<file path="src/rtl/hazard_ctrl.sv">
// -----------------------------------------------------------------------------
// hazard_ctrl
// Pipeline sequencing controller for the 5-stage core. It drives the
// stall/flush enables of the fetch, decode, exec, mem and writeback pipeline
// registers and the exec-stage forwarding selects. It sequences three kinds
// of event:
//   - multi-cycle FPU ops held in exec (FPU_WAIT),
//   - `in` instructions in mem waiting on receive data (IN_WAIT),
//   - load-use and taken-branch hazards.
// The only sequential state is the FSM state plus the FPU down-counter `cnt`.
//
// Optional feature: define HAZARD_PERF_EN to enable the two 32-bit wrapping
// performance counters. When it is undefined the perf ports still exist but
// are tied to zero and no counter logic is built.
// -----------------------------------------------------------------------------
module hazard_ctrl #(
   parameter int FPU_LAT_W = 4
) (
   input  logic                 clk,
   input  logic                 rst,
   // decode stage sources, {is_fp, idx}
   input  logic [5:0]           d_rs1,
   input  logic [5:0]           d_rs2,
   input  logic                 d_use_rs1,
   input  logic                 d_use_rs2,
   // exec stage
   input  logic [5:0]           e_rs1,
   input  logic [5:0]           e_rs2,
   input  logic [5:0]           e_rd,
   input  logic                 e_reg_write,
   input  logic                 e_is_load,
   input  logic                 e_pc_src,
   input  logic                 e_fpu_multi,
   input  logic [FPU_LAT_W-1:0] e_fpu_lat,
   // mem stage
   input  logic [5:0]           m_rd,
   input  logic                 m_reg_write,
   input  logic                 m_is_in,
   input  logic                 in_valid,
   // writeback stage
   input  logic [5:0]           w_rd,
   input  logic                 w_reg_write,
   // pipeline register controls
   output logic                 stall_f,
   output logic                 stall_d,
   output logic                 stall_e,
   output logic                 stall_m,
   output logic                 flush_d,
   output logic                 flush_e,
   output logic                 flush_m,
   output logic                 flush_w,
   // exec operand forwarding selects
   output logic [1:0]           fwd_a_e,
   output logic [1:0]           fwd_b_e,
   // sequencing handshakes
   output logic                 fpu_start,
   output logic                 in_ack,
   output logic                 busy,
   // performance counters
   output logic [31:0]          perf_stall_cycles,
   output logic [31:0]          perf_flush_count
);

   typedef enum logic [1:0] {
      RUN      = 2'd0,
      FPU_WAIT = 2'd1,
      IN_WAIT  = 2'd2
   } state_t;

   // int x0 is hard-wired zero and never takes part in a hazard or forward.
   localparam logic [5:0]           REG_X0  = 6'h00;
   localparam logic [FPU_LAT_W-1:0] LAT_ONE = FPU_LAT_W'(1);
   localparam logic [FPU_LAT_W-1:0] LAT_TWO = FPU_LAT_W'(2);

   localparam logic [1:0] FWD_RF  = 2'b00;
   localparam logic [1:0] FWD_WB  = 2'b01;
   localparam logic [1:0] FWD_MEM = 2'b10;

   state_t               state;
   state_t               state_nxt;
   logic [FPU_LAT_W-1:0] cnt;
   logic [FPU_LAT_W-1:0] cnt_nxt;

   // ---------------------------------------------------------------------------
   // Hazard decode
   // ---------------------------------------------------------------------------
   logic in_blocked;   // `in` in mem with no receive data yet
   logic fpu_long;     // exec FPU op needs the pipeline held (L >= 2)
   logic rs1_dep;
   logic rs2_dep;
   logic load_use;

   assign in_blocked = m_is_in & ~in_valid;
   assign fpu_long   = e_fpu_lat > LAT_ONE;
   assign rs1_dep    = d_use_rs1 & (d_rs1 == e_rd);
   assign rs2_dep    = d_use_rs2 & (d_rs2 == e_rd);
   assign load_use   = e_is_load & e_reg_write & (e_rd != REG_X0) & (rs1_dep | rs2_dep);

   // ---------------------------------------------------------------------------
   // Sequencing: decide stalls, flushes, handshakes and next state/counter.
   // Priority is IN wait, then FPU wait, then branch flush, then load-use.
   // ---------------------------------------------------------------------------
   logic issue_ok;     // exec instruction may launch an FPU op this cycle

   // Control decision for the current cycle, purely from inputs and state.
   always_comb begin
      // NOTE: every signal driven here gets a default first, so no path through
      // the case/if tree leaves one unassigned and no latch is inferred.
      state_nxt = state;
      cnt_nxt   = cnt;
      stall_f   = 1'b0;
      stall_d   = 1'b0;
      stall_e   = 1'b0;
      stall_m   = 1'b0;
      flush_d   = 1'b0;
      flush_e   = 1'b0;
      flush_m   = 1'b0;
      flush_w   = 1'b0;
      fpu_start = 1'b0;
      in_ack    = 1'b0;
      issue_ok  = 1'b0;

      case (state)
         IN_WAIT: begin
            if (in_valid) begin
               // Data arrived: consume it, release mem, and let exec proceed
               // (which may launch an FPU op that was waiting behind the `in`).
               in_ack    = 1'b1;
               issue_ok  = 1'b1;
               state_nxt = RUN;
            end else begin
               stall_f = 1'b1;
               stall_d = 1'b1;
               stall_e = 1'b1;
               stall_m = 1'b1;
               flush_w = 1'b1;
            end
         end

         FPU_WAIT: begin
            if (cnt != '0) begin
               stall_f = 1'b1;
               stall_d = 1'b1;
               stall_e = 1'b1;
               flush_m = 1'b1;
               cnt_nxt = cnt - LAT_ONE;
            end else begin
               // Last exec cycle of the FPU op: exec is released and the op
               // already in flight must not be launched a second time.
               state_nxt = RUN;
            end
         end

         default: begin  // RUN
            if (in_blocked) begin
               stall_f   = 1'b1;
               stall_d   = 1'b1;
               stall_e   = 1'b1;
               stall_m   = 1'b1;
               flush_w   = 1'b1;
               state_nxt = IN_WAIT;
            end else begin
               in_ack   = m_is_in;
               issue_ok = 1'b1;
            end
         end
      endcase

      // FPU launch: one start pulse; ops of latency 2 or more hold exec and
      // count down the remaining L-2 stall cycles in FPU_WAIT.
      if (issue_ok && e_fpu_multi) begin
         fpu_start = 1'b1;
         if (fpu_long) begin
            stall_f   = 1'b1;
            stall_d   = 1'b1;
            stall_e   = 1'b1;
            flush_m   = 1'b1;
            cnt_nxt   = e_fpu_lat - LAT_TWO;
            state_nxt = FPU_WAIT;
         end
      end

      // Branch and load-use only matter when exec is actually advancing.
      // A taken branch squashes decode, which removes any load-use consumer.
      if (!stall_e) begin
         if (e_pc_src) begin
            flush_d = 1'b1;
            flush_e = 1'b1;
         end else if (load_use) begin
            stall_f = 1'b1;
            stall_d = 1'b1;
            flush_e = 1'b1;
         end
      end
   end

   // ---------------------------------------------------------------------------
   // Forwarding into exec: mem beats writeback; an `in` in mem has no result
   // until its data is acknowledged.
   // ---------------------------------------------------------------------------
   logic mem_fwd_ok;
   logic wb_fwd_ok;

   assign mem_fwd_ok = m_reg_write & (m_rd != REG_X0) & ~(m_is_in & ~in_ack);
   assign wb_fwd_ok  = w_reg_write & (w_rd != REG_X0);

   // Operand A/B forwarding select from the mem and writeback destinations.
   always_comb begin
      fwd_a_e = FWD_RF;
      fwd_b_e = FWD_RF;

      if (mem_fwd_ok && (m_rd == e_rs1)) begin
         fwd_a_e = FWD_MEM;
      end else if (wb_fwd_ok && (w_rd == e_rs1)) begin
         fwd_a_e = FWD_WB;
      end

      if (mem_fwd_ok && (m_rd == e_rs2)) begin
         fwd_b_e = FWD_MEM;
      end else if (wb_fwd_ok && (w_rd == e_rs2)) begin
         fwd_b_e = FWD_WB;
      end
   end

   // ---------------------------------------------------------------------------
   // State register
   // ---------------------------------------------------------------------------

   // FSM state and FPU countdown; reset returns to RUN from any state.
   always_ff @(posedge clk or posedge rst) begin
      if (rst) begin
         state <= RUN;
         cnt   <= '0;
      end else begin
         // NOTE: non-blocking assignments so every flop samples the values
         // from before the edge, independent of statement order.
         state <= state_nxt;
         cnt   <= cnt_nxt;
      end
   end

   assign busy = (state != RUN);

   // ---------------------------------------------------------------------------
   // Performance counters
   // ---------------------------------------------------------------------------
`ifdef HAZARD_PERF_EN
   // Count front-end stall cycles and flush events; both wrap at 2^32.
   always_ff @(posedge clk or posedge rst) begin
      if (rst) begin
         perf_stall_cycles <= '0;
         perf_flush_count  <= '0;
      end else begin
         if (stall_f) begin
            perf_stall_cycles <= perf_stall_cycles + 32'd1;
         end
         if (flush_d || flush_e) begin
            perf_flush_count <= perf_flush_count + 32'd1;
         end
      end
   end
`else
   assign perf_stall_cycles = '0;
   assign perf_flush_count  = '0;
`endif

endmodule

</file>
<file path="config.mk">
export PLATFORM = sky130hd
export DESIGN_NAME = hazard_ctrl
export DESIGN_NICKNAME = d
export VERILOG_FILES = /design/src/rtl/hazard_ctrl.sv
export SDC_FILE = /design/constraint.sdc
export NUM_CORES = 1
export LEC_CHECK = 0
export ABC_AREA = 1
export CAP_MARGIN = 5
export CORE_UTILIZATION = 64
export CTS_CLUSTER_SIZE = 12
export DETAILED_ROUTE_END_ITERATION = 10
export DONT_BUFFER_PORTS = 1
export GPL_TIMING_DRIVEN = 0
export PLACE_DENSITY = 0.9
export SYNTH_ARGS = -nofsm -noshare
export SYNTH_HDL_FRONTEND = slang
export SYNTH_SLANG_ARGS = --single-unit
</file>
<file path="constraint.sdc">
create_clock -name clk -period 4.55 [get_ports clk]
set_input_delay 0.455 -clock clk [delete_from_list [all_inputs] [get_ports clk]]
set_output_delay 0.455 -clock clk [all_outputs]
set_load 0.005 [all_outputs]
</file>
=== Yosys cells after proc, flatten, opt, wreduce, memory -nomap -nowiden ===
Index checks and enable logic that the tools add are counted.

* Output and inout bits: 79
* Word-level logic and storage cells: 74
* Input port bits: 58
* Bits in registers: 6

* Order comparisons: 1
* Mux-type cells: 37
* Bitwise operators: 14
* Reductions and logical operators: 10
* $add $sub $neg: 2
* Eq/ne operators: 8

{| class="wikitable"
|+ Operators by type and width
! kind !! count
|-
| $eq 6x6->1 || 6
|-
| $mux 1 || 21
|-
| $reduce_bool 6->1 || 3
|-
| $mux 4 || 4
|-
| $mux 2 || 7
|-
| $and 1x1->1 || 10
|-
| $pmux 1 s2 || 4
|-
| $logic_and 1x1->1 || 5
|-
| $gt 4x1->1 const B || 1
|-
| $pmux 2 s2 || 1
|-
| $reduce_bool 4->1 || 1
|-
| $sub 4x1->4 const B || 1
|-
| $sub 4x2->4 const B || 1
|-
| $not 1->1 || 3
|-
| $eq 2x1->1 const B || 1
|-
| $eq 2x2->1 const B || 1
|-
| $reduce_bool 2->1 || 1
|-
| $or 1x1->1 || 1
|}

=== Longest topological paths before layout ===
Gate-level depths: netlist of run 1.

* Depth after elaboration: 10
* Gate-level depth with buffers: 11
* Gate-level depth less buffers: 10

=== Least setup slack after synthesis of run 1 ===
No wires, ideal clock.

* Path type: reg-to-output
* From: reg state[0]
* To: out stall_f
* Cell stages (with the launch flop): 9
* Setup slack: 2.743 ns
* Data arrival time: 1.352 ns
* Buffers on the path: 1
* Data required time: 4.095 ns
* Path through: dfrtp_1 -> inv_1 -> ha_1 -> nand2_1 -> nand2_1 -> o21ai_1 -> nor2_2 -> nand2_1 -> buf_4

* Cells in the longest elaborated chain, start to end: 5
* Elaborated cells between the ends (all ways): 8
* Those cells by class: 2 x eq/ne; 5 x mux; 1 x reduce/logical

{| class="wikitable"
|+ Ends and longest elaborated chain
! item !! line !! text
|-
| from (decl) || 79 || <nowiki>state_t state;</nowiki>
|-
| from (signal assigned) || 237 || <nowiki>state <= state_nxt;</nowiki>
|-
| $eq 2x1->1 or $eq 2x2->1 (tied branches) || -- ||
|-
| $pmux 1 s2 || -- ||
|-
| $mux 1 or $logic_and 1x1->1 (tied branches) || -- ||
|-
| $mux 1 (*) (2 in series) || -- ||
|-
| to (decl) || 44 || <nowiki>output logic stall_f,</nowiki>
|}

Mark *: on every way between the ends. The rest lies on a longest branch, timed or not.

=== Final worst setup path of run 1 ===
Same ends and word-level chain as after synthesis.

==> results by group, run 1 <==
Outcome
  • Status: complete, no violations

Timing
  • Hold slack: 6.92 ps
  • Final WS setup: 2290 ps
  • Max Freq: 442 MHz
  • Hold Violations, Final: 0
  • Worst Skew: 7.88 ps
  • Post-layout min period: 2260 ps
  • Final worst path period share: 49.7%
  • Finish-stage setup viols: 0
  • RSZ-0062 raised after global routing: no
  • Setup TNS Final: 0 ps
  • Max Slew Vio Count: 0

Floorplanning
  • Die area: 0.00291 mm^2
  • Chip Width: 54.0 um
  • Core Region: 0.00252 mm^2
  • Cell Rows: 18
  • Num ports: 137
  • Die span in y: 54.0 um
  • Starting Density: 68.6%

Route
  • First DRT Iteration DRCs: 27
  • Vias after detailed routing: 1705
  • DR pass1 iterations: 4
  • # DRC: 0
  • Antenna viol nets, final: 0
  • Drt total wl: 3860 um
  • Via density: 4.35
  • Routed wire per std cell: 9.84 um

Synth
  • Synth cell types: 26
  • Yosys top cell area share: 28.7%
  • Main synth FF type: dfrtp_1
  • Area contributors post-synth: buf_4 (29%), nand2_1 (16%), inv_1 (11%)
  • Synth Warn #: 0
  • Ys async rst share: 100%
  • Area leader, netlist: buf_4
  • Mapped cell area: 0.00173 mm^2
  • Post-synth EDFFs: 0
  • Number of synthesized register bits: 6
  • Synthesized area per cell: 5.84 um^2
  • Seq/Total Area, Yosys: 8.68%
  • Mapped Cells: 296
  • Post-synth top cells: nand2_1 (75), buf_4 (66), inv_1 (50)
  • Top-count cell post-synth: nand2_1

Layout
  • Final Instance Area: 0.00203 mm^2
  • N_diodes: 0
  • Layout cells sized above 1: 22.9%
  • Finished Core Util: 80.3%
  • Area Growth Syn to Fin: 17.1%
  • Finished Layout Cells: 392
  • Nets: 427

Setup path
  • CP Max Fanout: 4
  • Critical Path AT: 1810 ps
  • CP Capture Type: primary output
  • CP cell instances: inv_1 -> ha_1 -> nand2_1 -> nand2_1 -> o21ai_1 -> nor2_2 -> nand2_1 -> buf_4
  • Req. time, crit path: 4090 ps
  • Worst R2R Start: state[0]$_DFF_PP0_
  • Startpoint types: flop
  • Slowest CP cell: dfrtp_1
  • Crit path launch: state[0]$_DFF_PP0_
  • Setup Crit Path Kind: flop to primary output
  • Top cell by count, worst path: nand2_1
  • Biggest cell delay along the critical path: 360 ps

Run
  • Max-cap violation count: 0

Placed design
  • Gp weighted congestion: 0.896
  • Buffers added on ports: 0
  • Cells after DPL: 389
  • HPWL after DPL: 3430 um
  • DP Area: 0.00200 mm^2
  • Dpl ws: 2560 ps

Pwr
  • Pleak: 1.34 nW
  • Tot Pwr: 0.595 mW
  • PwrDens: 294 mW/mm^2
  • Peak supply drop: 0.421 mV

Clock tree
  • Total clock sinks: 6
  • CTS Hold Bufs: 0
  • Setup Fix Bufs, Post-CTS: 0
  • Clock latency on the worst-skew pair: 250 ps
  • CTS tree: yes
  • Root buffer cell: clkbuf_4
  • Post-CTS Resized: 0
  • Clk slew on worst S/H paths: 50 ps
  • Clock Path Buffers: 2
  • H-tree depth: 1
  • CTS Buf Count: 3

Global route
  • Global-route wire length before repair: 5690 um
  • Initial antenna violation count: 0
  • All-layer global routing usage: 26.2%
  • Largest net degree at the start of global routing: 9
  • Grt ovf: 0
  • Number of global-route vias before repair: 1454

Worst hold path
  • Path type of the worst min-delay path: primary input to asynchronous set/reset pin
==> where the power goes <==
part	internal [mW]	switching, mW	total [mW]	leakage (nW)
Sequential	0.0828	0.0151	0.0979	0.0727
Combinational	0.173	0.272	0.445	1.25
Clock	0.0300	0.0214	0.0514	0.0138
Total	0.286	0.309	0.595	1.34
==> cells in the final DEF (no fill, tap or decap) <==
master    instances
a21boi_0          2
a21oi_1           7
a22oi_2           1
buf_4            66
clkbuf_4          3
conb_1           64
dfrtp_1           6
ha_1              5
inv_1            50
inv_2             2
nand2_1          75
nand2_2           1
nand3_1          16
nand3_4           2
nand3b_1          1
nand4_1           7
nor2_1           24
nor2_2            1
nor2_4            1
nor3_1            2
nor3_4            1
o21ai_0           6
o21ai_1           2
o22ai_1           2
or2_2             5
xnor2_1           2
xor2_1            8
==> logic make-up after synthesis <==
| family | after synthesis | synth area share, % |
|---|---|---|
| AOI/OAI and AO/OA | 20 | 6.66 |
| and+or+nand+nor | 136 | 35.8 |
| other | 1 | 0.217 |
| adders and majority gates | 5 | 3.62 |
| buffers and inverters | 118 | 39.9 |
| xor gates and xnor gates | 10 | 5.07 |
| DFF | 6 | 8.68 |
==> cell type report <==
type                            count  area (um^2)
Multi-Input combinational cell    235         1120
Fill cell                         205          497
Buffer                             66          495
Inverter                           52          195
Sequential cell                     6          150
Tap cell                           30         37.5
Clock buffer                        3         22.5
==> critical path: cells and delay by family, from the launching register on <==
kind | cells | cell delay [ps]
AND/OR/NAND/NOR | 4 | 540
flip-flops | 1 | 360
adder cells (fa/ha/maj) | 1 | 360
buffers and inverters | 2 | 220
AO/OA/AOI/OAI | 1 | 80
==> flip-flops by register name, summed over array words and instances (netlist names) <==
signal,count
cnt,4
state,2
==> path summary, 6_finish.rpt <==
| path | end | slack (ps) | depth (start not counted) |
|---|---|---|---|
| worst max-delay path | stall_f | 2290 | 8 |
| worst min-delay path | cnt[1]$_DFF_PP0_ | 7 | 1 |
| worst max register to register | cnt[2]$_DFF_PP0_ | 2950 | 9 |
| worst min register to register | state[0]$_DFF_PP0_ | 550 | 2 |
| max in group asynchronous | cnt[0]$_DFF_PP0_ | 4330 | 1 |
| min in group clk | cnt[1]$_DFF_PP0_ | 290 | 1 |
==> layer usage <==
| layer | vias to the layer above | track usage [%] | wire [um] |
|---|---|---|---|
| li1 | 904 | - | - |
| met1 | 706 | 27.6 | 1350 |
| met2 | 85 | 49.4 | 2030 |
| met5 | - | 0 | 0 |
| met4 | 0 | 8.12 | 68 |
| met3 | 10 | 7.34 | 414 |
Power figures use the tool's default switching activity.
==> run 2, diff against run 1 <==
- clock period: 4.55 -> 2.2 ns (I/O delays scaled with it)
==> results by group, run 2 (same netlist as run 1, synthesis figures left out) <==
Floorplanning
  • Die area: 0.00291 mm^2 (unchanged)
  • Cell Rows: 18 (unchanged)
  • Core Region: 0.00252 mm^2 (unchanged)
  • Num ports: 137 (unchanged)
  • Chip Width: 54.0 um (unchanged)
  • Starting Density: 68.6% (unchanged)
  • Die span in y: 54.0 um (unchanged)

Route
  • Antenna viol nets, final: 0 (unchanged)
  • First DRT Iteration DRCs: 30 (+11%)
  • Via density: 4.39 (+0.97%)
  • DR pass1 iterations: 4 (unchanged)
  • Routed wire per std cell: 9.92 um (+0.81%)
  • Drt total wl: 3900 um (+1.1%)
  • Vias after detailed routing: 1726 (+1.2%)
  • # DRC: 0 (unchanged)

Layout
  • Number of fill cells: 202 (-1.5%)
  • Multi-input logic area: 0.00112 mm^2 (unchanged)
  • Largest register by flop count: cnt
  • Most common cell after layout, fill and taps aside: nand2_1
  • Top Registers: cnt (4), state (2)
  • Seq. cell area: 150 um^2 (unchanged)
  • Area Growth Syn to Fin: 17.7%
  • Most frequent cells in the layout: nand2_1 (75), buf_4 (66), conb_1 (64)
  • Layout cells sized above 1: 22.9% (-0.063 points)
  • N_diodes: 0 (unchanged)
  • Max reg flops: 4 (unchanged)
  • Nets: 428 (+0.23%)

Global route
  • All-layer global routing usage: 26.4% (+0.23 points)
  • Global-route wire length before repair: 5730 um (+0.74%)
  • Grt ovf: 0 (unchanged)
  • Number of global-route vias before repair: 1463 (+0.62%)
  • Largest net degree at the start of global routing: 9 (unchanged)
  • Initial antenna violation count: 0 (unchanged)

Setup path
  • Crit path launch: state[0]$_DFF_PP0_
  • CP Depth: 8 (unchanged)
  • CP endpoint: stall_f
  • RR Endpoint: cnt[2]$_DFF_PP0_
  • Top cell by count, worst path: nand2_1
  • Setup Crit Path Kind: flop to primary output
  • Req. time, crit path: 1980 ps (-2110 ps)
  • CP Capture Type: primary output
  • CP cell instances: inv_1 -> ha_1 -> nand2_1 -> nand2_1 -> o21ai_1 -> nor2_2 -> nand2_1 -> buf_4
  • Crit-path leading delay family: simple AND/OR/NAND/NOR gates
  • CP Max Fanout: 4 (unchanged)
  • Startpoint types: flop
  • Critical Path AT: 1810 ps (about the same)
  • Slowest CP cell: dfrtp_1
  • Worst Reg-to-Reg Cells: 9 (unchanged)
  • Buf/Inv on CP: 2 (unchanged)
  • Worst R2R Start: state[0]$_DFF_PP0_
  • Biggest cell delay along the critical path: 370 ps (about the same)
  • R2R Setup Slk: 590 ps (-2360 ps)

Clock tree
  • Clk slew on worst S/H paths: 50 ps (about the same)
  • Clock latency on the worst-skew pair: 250 ps (about the same)
  • CTS Buf Count: 3 (unchanged)
  • CTS tree: yes
  • Clock Path Buffers: 2 (unchanged)
  • Total clock sinks: 6 (unchanged)
  • Root buffer cell: clkbuf_4
  • Setup Fix Bufs, Post-CTS: 0 (unchanged)
  • H-tree depth: 1 (unchanged)

Outcome
  • Status: complete, no violations

Timing
  • Max Freq: 493 MHz
  • Max Slew Vio Count: 0 (unchanged)
  • Post-layout min period: 2030 ps
  • Worst Skew: 8.35 ps (+0.468 ps)
  • Hold Violations, Final: 0 (unchanged)
  • RSZ-0062 raised after global routing: no
  • Final worst path period share: 92.2%
  • Finish-stage setup viols: 0 (unchanged)
  • Setup TNS Final: 0 ps (unchanged)

Placed design
  • Buffers added on ports: 0 (unchanged)
  • Gp weighted congestion: 0.896 (unchanged)
  • HPWL after DPL: 3430 um (unchanged)

Worst hold path
  • Hold path start: e_fpu_lat[1]
  • Path type of the worst min-delay path: primary input to flop

Pwr
  • Pleak: 1.34 nW (+0.31%)
  • PwrDens: 605 mW/mm^2 (+110%)
  • Peak supply drop: 0.861 mV (+100%)
  • Tot Pwr: 1.23 mW (+110%)

Run
  • Max-cap violation count: 0 (unchanged)
-- run 2: worst min path at each step --
stage                    endpoint  slack, ps  cells after the start
2_1_floorplan    cnt[0]$_DFF_PP0_         10                      1
3_3_place_gp   state[1]$_DFF_PP0_         40                      1
3_5_place_dp   state[1]$_DFF_PP0_         50                      1
4_1_cts          cnt[1]$_DFF_PP0_         50                      1
5_1_grt          cnt[1]$_DFF_PP0_         60                      1
6_report         cnt[1]$_DFF_PP0_         50                      1
-- run 2: timing repair --
action,CTS,global route
endpoints found under the hold margin,6,0
gates resized for setup,0,0
hold buffers,1,0
-- run 2: final cells by class --
| class | instances | share of cell area [%] |
|---|---|---|
| sequential | 6 | 7.38 |
| inverter | 52 | 9.59 |
| clock buffer | 3 | 1.11 |
| multi-input combinational | 235 | 55.3 |
| buffer | 66 | 24.3 |
| tap | 30 | 1.84 |
| timing repair buffer | 1 | 0.492 |
-- run 2: layer usage --
| metal | GRT usage [%] | wire length, um | up-vias |
|---|---|---|---|
| met5 | 0 | 0 | - |
| li1 | - | - | 907 |
| met1 | 27.8 | 1350 | 723 |
| met4 | 8.12 | 61 | 0 |
| met2 | 49.6 | 2050 | 86 |
| met3 | 7.91 | 443 | 10 |
-- run 2: power by group --
group / internal (mW) / leakage (nW) / switching [mW]
Clock: 0.0620 / 0.0138 / 0.0436
Combinational: 0.360 / 1.25 / 0.563
Sequential: 0.171 / 0.0727 / 0.0316
-- run 2: metrics by stage --
step / util, % / hold WS (ps) / instance area [um^2] / setup slack, ps / std cells
3_5_place_dp: 79.4 / 46.6 / 2000 / 444 / 389
3_3_place_gp: 79.4 / 42.1 / 2000 / 469 / 389
2_1_floorplan: - / 11.0 / 1970 / 628 / 359
4_1_cts: 80.7 / 50.2 / 2040 / 174 / 393
6_report: 80.7 / 53.1 / 2040 / 172 / 393
5_1_grt: 80.7 / 63.5 / 2040 / 63.6 / 393
